===== config.mk =====
export PLATFORM = sky130hd
export DESIGN_NAME = div_clk_gen
export DESIGN_NICKNAME = d
export VERILOG_FILES = /design/src/rtl/div_clk_gen.sv
export SDC_FILE = /design/constraint.sdc
export NUM_CORES = 1
export LEC_CHECK = 0
export ABC_AREA = 1
export CELL_PAD_IN_SITES_DETAIL_PLACEMENT = 1
export CELL_PAD_IN_SITES_GLOBAL_PLACEMENT = 2
export CORE_UTILIZATION = 33
export DETAILED_ROUTE_END_ITERATION = 8
export HOLD_SLACK_MARGIN = 0.06
export PLACE_DENSITY = 0.78
export SLEW_MARGIN = 40
export SYNTH_ARGS = -nofsm -noshare
export SYNTH_HDL_FRONTEND = slang
export SYNTH_SLANG_ARGS = --single-unit

===== constraint.sdc =====
create_clock -name clk -period 5.3 [get_ports clk]
set_clock_uncertainty 0.05 [all_clocks]
set_input_delay 0.795 -clock clk [delete_from_list [all_inputs] [get_ports clk]]
set_output_delay 0.795 -clock clk [all_outputs]
set_load 0.05 [all_outputs]

===== src/rtl/div_clk_gen.sv =====
// -----------------------------------------------------------------------------
// div_clk_gen
//
// Runtime-programmable clock/enable generator. Produces a divided square wave
// (low first, then high for the last high_r cycles of each period) and a
// one-cycle tick on the first cycle of every period, all in the clk domain.
// New divisor/high-time values are staged in a shadow register and only move
// into the active registers at a period boundary (or immediately when idle),
// so a running waveform never sees a truncated or stretched period. Dropping
// en lets the current period finish before the generator goes idle.
//
// Optional feature macro: DIV_CLK_SYNC_EN
//   defined     -> en passes through a 2-flop synchronizer (reset 0) before
//                  the FSM; start/stop latency grows by 2 cycles.
//   not defined -> en is used directly and must be synchronous to clk.
//
// Parameters
//   CNT_W        counter and config width
//   DIV_DEFAULT  reset divisor in clk cycles
//   DUTY_DEFAULT reset high-time in clk cycles
//
// Ports
//   clk        in   system clock
//   rst        in   asynchronous, active-high reset
//   en         in   run request (level)
//   cfg_div    in   requested period in cycles (values < 2 clamp to 2)
//   cfg_high   in   requested high-time (values > divisor clamp to divisor)
//   cfg_load   in   one-cycle strobe capturing cfg_div/cfg_high
//   cfg_ack    out  one-cycle pulse on the cycle the new config becomes active
//   clk_out    out  divided waveform, registered
//   tick       out  one-cycle pulse on the first cycle of each period
//   running    out  high while in RUN or STOP
//   dbg_state  out  current FSM state (0 IDLE, 1 RUN, 2 STOP)
//
// Handshake: cfg_load has no ready; a load is always accepted. Any number of
// loads before the next boundary collapse into one transfer with one cfg_ack.
// -----------------------------------------------------------------------------
module div_clk_gen #(
    parameter int unsigned CNT_W        = 24,
    parameter int unsigned DIV_DEFAULT  = 12000000,
    parameter int unsigned DUTY_DEFAULT = DIV_DEFAULT / 2
) (
    input  logic             clk,
    input  logic             rst,
    input  logic             en,
    input  logic [CNT_W-1:0] cfg_div,
    input  logic [CNT_W-1:0] cfg_high,
    input  logic             cfg_load,
    output logic             cfg_ack,
    output logic             clk_out,
    output logic             tick,
    output logic             running,
    output logic [1:0]       dbg_state
);

    typedef enum logic [1:0] {
        ST_IDLE = 2'd0,
        ST_RUN  = 2'd1,
        ST_STOP = 2'd2
    } state_t;

    localparam logic [CNT_W-1:0] DIV_INIT  = CNT_W'(DIV_DEFAULT);
    localparam logic [CNT_W-1:0] HIGH_INIT = CNT_W'(DUTY_DEFAULT);
    localparam logic [CNT_W-1:0] ONE       = CNT_W'(1);
    localparam logic [CNT_W-1:0] TWO       = CNT_W'(2);

    state_t           state, state_n;
    logic [CNT_W-1:0] cnt, cnt_n;
    logic [CNT_W-1:0] div_r, div_n;
    logic [CNT_W-1:0] high_r, high_n;
    logic [CNT_W-1:0] sh_div, sh_high;
    logic [CNT_W-1:0] cap_div, cap_high;
    logic             pending, pending_n;
    logic             wrap;
    logic             xfer;
    logic             active_n;
    logic             en_fsm;

`ifdef DIV_CLK_SYNC_EN
    logic en_meta, en_sync;

    always_ff @(posedge clk or posedge rst) begin
        if (rst) begin
            en_meta <= 1'b0;
            en_sync <= 1'b0;
        end else begin
            en_meta <= en;
            en_sync <= en_meta;
        end
    end

    assign en_fsm = en_sync;
`else
    assign en_fsm = en;
`endif

    // Sanitise at capture so the active registers always hold a legal pair
    // (div >= 2, high <= div); the waveform compare relies on that.
    always_comb begin
        cap_div  = (cfg_div < TWO) ? TWO : cfg_div;
        cap_high = (cfg_high > cap_div) ? cap_div : cfg_high;
    end

    // Last cycle of the current period.
    assign wrap = (cnt >= div_r - ONE);

    // Shadow moves into the active registers when idle, or at the edge that
    // takes cnt back to 0. A load sampled on that same edge sets pending
    // again and therefore lands on the following boundary.
    assign xfer = pending && ((state == ST_IDLE) || wrap);

    always_comb begin
        state_n = state;
        cnt_n   = cnt;
        case (state)
            ST_IDLE: begin
                cnt_n = '0;
                if (en_fsm) begin
                    state_n = ST_RUN;
                end
            end
            ST_RUN: begin
                cnt_n = wrap ? '0 : cnt + ONE;
                if (!en_fsm) begin
                    // Stop request on the last cycle: the period is already
                    // complete, so go straight to idle.
                    state_n = wrap ? ST_IDLE : ST_STOP;
                end
            end
            ST_STOP: begin
                cnt_n = wrap ? '0 : cnt + ONE;
                if (en_fsm) begin
                    state_n = ST_RUN;
                end else if (wrap) begin
                    state_n = ST_IDLE;
                end
            end
            default: begin
                state_n = ST_IDLE;
                cnt_n   = '0;
            end
        endcase
    end

    always_comb begin
        div_n     = xfer ? sh_div : div_r;
        high_n    = xfer ? sh_high : high_r;
        pending_n = cfg_load | (pending & ~xfer);
        active_n  = (state_n != ST_IDLE);
    end

    always_ff @(posedge clk or posedge rst) begin
        if (rst) begin
            state   <= ST_IDLE;
            cnt     <= '0;
            div_r   <= DIV_INIT;
            high_r  <= HIGH_INIT;
            sh_div  <= DIV_INIT;
            sh_high <= HIGH_INIT;
            pending <= 1'b0;
        end else begin
            state   <= state_n;
            cnt     <= cnt_n;
            div_r   <= div_n;
            high_r  <= high_n;
            pending <= pending_n;
            if (cfg_load) begin
                sh_div  <= cap_div;
                sh_high <= cap_high;
            end
        end
    end

    // Outputs are registered from next-cycle values so each output cycle
    // reflects that same cycle's cnt and active configuration.
    always_ff @(posedge clk or posedge rst) begin
        if (rst) begin
            clk_out <= 1'b0;
            tick    <= 1'b0;
            running <= 1'b0;
            cfg_ack <= 1'b0;
        end else begin
            clk_out <= active_n && (cnt_n >= div_n - high_n);
            tick    <= active_n && (cnt_n == '0);
            running <= active_n;
            cfg_ack <= xfer;
        end
    end

    assign dbg_state = state;

endmodule

# Word level (Yosys, flattened, before mapping)
# Cells that the tools add are included.
[totals] output_inout_bits=6 in_bits=52 wordCells=43 register_bits=127
[classes] magnitude_cmp=4 n_reduce_logical=8 n_mux=12 add_sub_neg=3 bitwise=3 n_eq_ne=2
[ops] op="two-way mux 24 bit" n=6
[ops] op="greater-or-equal comparator 24 bit" n=2
[ops] op="adder 24 x 1 -> 24 bit (second input constant)" n=1
[ops] op="> comparator 24 bit" n=1
[ops] op="logical NOT 24 bit" n=1
[ops] op="less-than comparator 24 x 2 -> 1 bit (second input constant)" n=1
[ops] op="subtractor 24 x 1 -> 24 bit (second input constant)" n=1
[ops] op="subtractor 24 bit" n=1
[ops] op="two-way mux 2 bit" n=5
[ops] op="one-hot mux 2 bit (3 select lines)" n=1
[ops] op="logical AND 1 bit" n=3
[ops] op="equality test 2 x 1 -> 1 bit (second input constant)" n=1
[ops] op="equality test 2 bit (second input constant)" n=1
[ops] op="logical NOT 2 bit" n=1
[ops] op="nonzero test 2 bit" n=1
[ops] op="OR reduction 2 bit" n=1
[ops] op="bitwise AND 1 bit" n=1
[ops] op="logical OR 1 bit" n=1
[ops] op="NOT 1 bit" n=1
[ops] op="OR 1 bit" n=1

# Logic depth before layout (Yosys ltp)
[logic_depth] ltp_word=8 depth_mapped=45 mapped_depth_nobuf=44

# Worst setup path after synthesis
# No wires, ideal clock.
[synth_path] kind="register to register" startpoint="reg div_r[0]" endpoint="reg clk_out" stages_incl_launch_ff=40 t_arrival_ps=5450 t_required_ps=5127 path_buffers=2 period_less_slack_ps=5623 setup_ps=123 setup_slack_ps=-323 cell_sequence="dfrtp_1 -> inv_1 -> ha_1 -> inv_1 -> nor2_2 -> inv_2 -> nor3_4 -> nand3_2 -> nor2_2 -> nand2_2 -> nor4_4 -> xor2_1 -> inv_1 -> ha_1 -> nand2_1 -> nor2_2 -> nand3_1 -> nor2_1 -> [... 4 more ...] -> buf_6 -> nand2_1 -> o21ai_2 -> ha_1 -> fa_1 -> o21ai_0 -> a21oi_1 -> o21ai_0 -> a21oi_1 -> xor2_1 -> ha_1 -> nand2_1 -> o21a_1 -> o221ai_1 -> nand2_1 -> nand3_1 -> a31oi_1 -> nor2_1"
[synth_between] elab_chain_cells=8 word_cells_on_any_way=17 classes_between="2 x add/sub; 2 x order compare; 9 x mux; 4 x reduce/logical"
[synth_lines] element="start, declared" line_no="69" text="logic [CNT_W-1:0] div_r, div_n;"
[synth_lines] element="start signal, assigned" line_no="164" text="div_r <= div_n;"
[synth_lines] element="subtractor 24 x 1 -> 24 bit" line_no="105" text="assign wrap = (cnt >= div_r - ONE);"
[synth_lines] element="greater-or-equal comparator 24 bit" line_no="105"
[synth_lines] element="logical OR 1 bit" line_no="110" text="assign xfer = pending && ((state == ST_IDLE) || wrap);"
[synth_lines] element="logical AND 1 bit" line_no="110"
[synth_lines] element="two-way mux 24 bit, on equally long branches" line_no="146, 147"
[synth_lines] element="subtractor 24 bit" line_no="183" text="clk_out <= active_n && (cnt_n >= div_n - high_n);"
[synth_lines] element="greater-or-equal comparator 24 bit" line_no="183"
[synth_lines] element="logical AND 1 bit (*)" line_no="183"
[synth_lines] element="end signal, assigned" line_no="183"
[synth_lines] element="end, declared" line_no="50" text="output logic clk_out,"
# Every way passes the cells marked *; elsewhere a longest branch is shown, timed or not.
# A chain may end at the register's enable or synchronous reset.

# Worst setup path after layout
[layout_path] startpoint="reg div_r[1]" endpoint="reg clk_out"
[layout_between] elab_chain_cells=8 word_cells_on_any_way=17 classes_between="2 x add/sub; 2 x order compare; 9 x mux; 4 x reduce/logical"
[layout_lines] element="subtractor 24 x 1 -> 24 bit" line_no="105"
[layout_lines] element="greater-or-equal comparator 24 bit" line_no="105"
[layout_lines] element="logical OR 1 bit" line_no="110"
[layout_lines] element="logical AND 1 bit" line_no="110"
[layout_lines] element="two-way mux 24 bit" line_no="146" text="div_n = xfer ? sh_div : div_r;"
[layout_lines] element="named net div_n[17]" line_no="69"
[layout_lines] element="subtractor 24 bit" line_no="183"
[layout_lines] element="greater-or-equal comparator 24 bit" line_no="183"
[layout_lines] element="logical AND 1 bit" line_no="183"
# The timed path passes the listed nets, and every way through them passes these cells.

==> impl_results.rst <==
.. list-table::
   :header-rows: 1

   * - Metric
     - Value
   * - Proportion of power drawn by combinational gates
     - 68.4%
   * - Crit path launch
     - div_r[1]
   * - Yosys warning count
     - 0
   * - Site Rows
     - 61
   * - CTS tree
     - built
   * - Dominant synthesized flop cell
     - dfrtp_1
   * - Crit share post-route
     - 113%
   * - Share of cells above drive strength 1
     - 22.7%
   * - Fill cell instance count of the final layout
     - 3508
   * - Net count of the mapped netlist
     - 1399
   * - Total number of vias
     - 8757
   * - EDFF count, synth
     - 0
   * - Critical Path End
     - clk_out
   * - Pin count of the biggest net entering global routing
     - 72
   * - Part of the total power dissipated in sequential elements
     - 17.4%
   * - Run status
     - complete, but fails checks
   * - RR Endpoint
     - clk_out
   * - Capturing element type of the critical path
     - register
   * - Clock edge transition at the registers on the reported setup and hold paths
     - 0.07 ns
   * - RSZ-0062 raised after global routing
     - true
   * - Startpoint class of the critical path
     - register
   * - Most common cell after layout, fill and taps aside
     - nand2_1
   * - Average vias per placed instance
     - 4.77
   * - Final sum of negative setup slack
     - -0.663 ns
   * - Clock Tree Root
     - clkbuf_16
   * - Share of synthesized registers carrying an async set or reset
     - 100%
   * - Routability cong.
     - 0.886
   * - Gate count of the mapped netlist
     - 1245
   * - Antenna violations before repair
     - 0
   * - Failing checks
     - setup timing
   * - Internal reg-to-reg setup slack
     - -0.66 ns
   * - Type of the most critical hold path
     - reg2reg
   * - Maximum fanout count along the critical path
     - 21
   * - Clock group share of total power
     - 14.2%
   * - Total standard cell area after synthesis
     - 9500 um2
   * - Placeable core region
     - 28100 um2
   * - Net Switching
     - 3.77 mW
   * - Dominant cell type by count on the critical path
     - nand2_1
   * - Average wire per cell in the routed design
     - 15.8 um
   * - Layout-stage area growth over the synthesis result
     - 30.5%
   * - Worst Slack Setup Final
     - -0.663 ns
   * - Required time of the worst setup path
     - 5.54 ns
   * - Final Setup Violations
     - 1
   * - Number of global-route vias before repair
     - 9532
   * - Number of antenna repair diodes
     - 0
   * - Worst-case hold slack
     - 0.441 ns
   * - Standby leakage power
     - 6.18 nW
   * - Global-route wire length before repair
     - 48400 um
   * - Count of H-tree levels built during CTS
     - 4
   * - Number of violations of the max-capacitance limit
     - 0
   * - Combined global-route utilization of all metal layers
     - 21.2%
   * - Total grt overflow
     - 0
   * - Clock Sinks
     - 127
   * - Total Die Area
     - 29500 um2
   * - Total power divided by cell area
     - 672 nW/um2
   * - IO Pins
     - 58
   * - Initial standard-cell utilization of the core
     - 33.8%
   * - Number of distinct library cells after synthesis
     - 54
   * - Startpoint of the worst register-to-register path
     - div_r[1]
   * - Highest achievable clock rate
     - 168 MHz
   * - Source-to-sink clock delay at the later pin of the worst-skew pair
     - 0.43 ns
   * - Maximum count of clock buffers along a single path
     - 2
   * - DR DRC count
     - 0
   * - Synthesis-stage register bit count
     - 127
   * - Top library cells by usage in the layout, fill and taps aside
     - nand2_1, inv_1, buf_4
   * - Switching fraction of total power
     - 45.3%
   * - Headroom to the max-slew limit
     - 57.6%
   * - Min cycle time layout
     - 5.96 ns
   * - Pint
     - 4.56 mW
   * - Data arrival time of the critical path
     - 6.20 ns
   * - NumNets Final
     - 1597
   * - Pins over their slew limit
     - 0
   * - Fraction of the yosys area taken by sequential cells
     - 34.0%
   * - CP max stage cell
     - dfrtp_1
   * - CP max stage delay
     - 0.41 ns
   * - Worst Tran Pin Value
     - 0.636 ns
   * - Depth of the worst register-to-register path
     - 39
   * - Avg Cell Area, Syn
     - 7.63 um2
   * - Die Width
     - 172 um
   * - Startpoint of the lowest-slack hold path
     - sh_high[22]
   * - Critical setup path kind
     - reg2reg
   * - Die outline height
     - 172 um
   * - Total iterations of the first detailed-routing run
     - 4
   * - Number of failing hold endpoints at the final stage
     - 0
   * - Total wire length
     - 29000 um
   * - Peak supply drop
     - 301 uV
   * - Detailed-placement wirelength estimate
     - 23100 um
   * - Port Buf Inserts
     - 57
   * - Post-DRT Antenna Nets
     - 0
   * - Drt initial violations
     - 339
   * - TritonCTS Buffers
     - 17
## power by group through the flow
| stage | Sequential, mW | Combinational [mW] | Clock [mW] |
|---|---|---|---|
| after floorplan | 1.50 | 3.05 | 0 |
| after global routing | 1.49 | 6.41 | 1.25 |
| after global placement | 1.45 | 5.29 | 0 |
| final | 1.45 | 5.70 | 1.18 |
| after detailed placement | 1.46 | 5.45 | 0 |
| after CTS | 1.45 | 5.72 | 1.22 |
## worst min path at each step
stage             endpoint  depth (start not counted)
6_report       sh_high[22]                          2
5_1_grt        sh_high[17]                          2
4_1_cts        sh_high[20]                          2
3_5_place_dp   sh_high[20]                          2
3_3_place_gp   sh_high[22]                          2
2_1_floorplan  sh_high[12]                          2
## what timing repair did
action                     4_1_cts  5_1_grt
setup endpoints to repair        1        1
buffers inserted                 5        0
hold buffers                     0        0
cloned                           1        0
pin swaps                       10        3
gates resized for setup         30        8
## layout make-up
type	instances	area (um2)	share of cell area [%]
multi-input combinational	913	5700	45.9
sequential	127	3230	26.0
timing repair buffer	210	1770	14.3
inverter	174	658	5.31
tap	378	473	3.81
clock buffer	17	425	3.43
clock inverter	15	150	1.21
## critical path, delay by kind of cell (launching register included)
kind | cells | cell delay, ns
compound gates | 6 | 1.23
simple gates | 19 | 1.98
xor+xnor | 2 | 0.36
buf+inv | 8 | 0.81
flops | 1 | 0.41
fa+ha+maj | 4 | 0.93
## per-stage QoR
stage	area, um2	total power, mW	util (%)	cells	worst slack (ns)
final	12400	8.33	44.2	1834	-0.663
after global routing	12400	9.14	44.2	1834	-1.22
after CTS	12400	8.39	44.1	1834	-0.662
after detailed placement	11600	6.91	41.3	1796	-0.890
after global placement	11600	6.74	41.3	1796	-0.721
after floorplan	9620	4.55	-	1245	0.000393
## state kept, by name, summed over array words and instances (netlist names)
| name | cells |
|---|---|
| div_r | 24 |
| tick | 1 |
| high_r | 24 |
| pending | 1 |
| dbg_state | 2 |
| clk_out | 1 |
| sh_div | 24 |
| sh_high | 24 |
| cnt | 24 |
| running | 1 |
| cfg_ack | 1 |
## Yosys cell counts (2+ instances only)
cell,count,share of area [%]
nand2_1,280,11
inv_1,170,6.7
ha_1,101,13
o21ai_0,95,5.0
nor2_1,90,3.6
dfrtp_1,87,23
a21oi_1,76,4.0
nand3_1,59,3.1
dfstp_2,40,11
xor2_1,31,2.9
o21ai_2,20,1.8
xnor2_1,20,1.8
nand4_1,18,1.2
nor3_1,18,0.95
clkbuf_1,14,0.55
or2_1,14,0.92
buf_2,8,0.42
nand2_2,8,0.53
nor2_2,7,0.46
or2_2,7,0.46
nor4_1,6,0.40
o21ai_1,6,0.32
o21bai_1,6,0.47
nor3_2,5,0.53
o211ai_1,5,0.40
a21o_1,4,0.32
buf_4,4,0.32
buf_6,4,0.47
o21a_1,4,0.32
inv_2,3,0.12
nand3b_1,3,0.24
nor2_4,3,0.36
or2_0,3,0.20
a211oi_1,2,0.16
a31oi_1,2,0.13
nand3_2,2,0.21
nand3_4,2,0.37
o221ai_1,2,0.18
## routing by layer
metal | up-vias | GRT usage, % | routed length, um
met3 | 39 | 2.00 | 468
met4 | 0 | 6.99 | 604
li1 | 4467 | - | -
met2 | 104 | 36.5 | 14000
met5 | - | 0 | 0
met1 | 4147 | 27.9 | 14000
## logic make-up (layout without fill, tap and decap cells)
kind of cell / after synthesis / count (layout) / synth area share (%)
DFF: 127 / 127 / 34.0
and+or+nand+nor: 533 / 533 / 25.6
AOI/OAI and AO/OA: 227 / 227 / 13.6
adders and majority gates: 102 / 102 / 13.5
xor gates and xnor gates: 51 / 51 / 4.70
buffers and inverters: 205 / 416 / 8.68
Power figures use the tool's default switching activity.
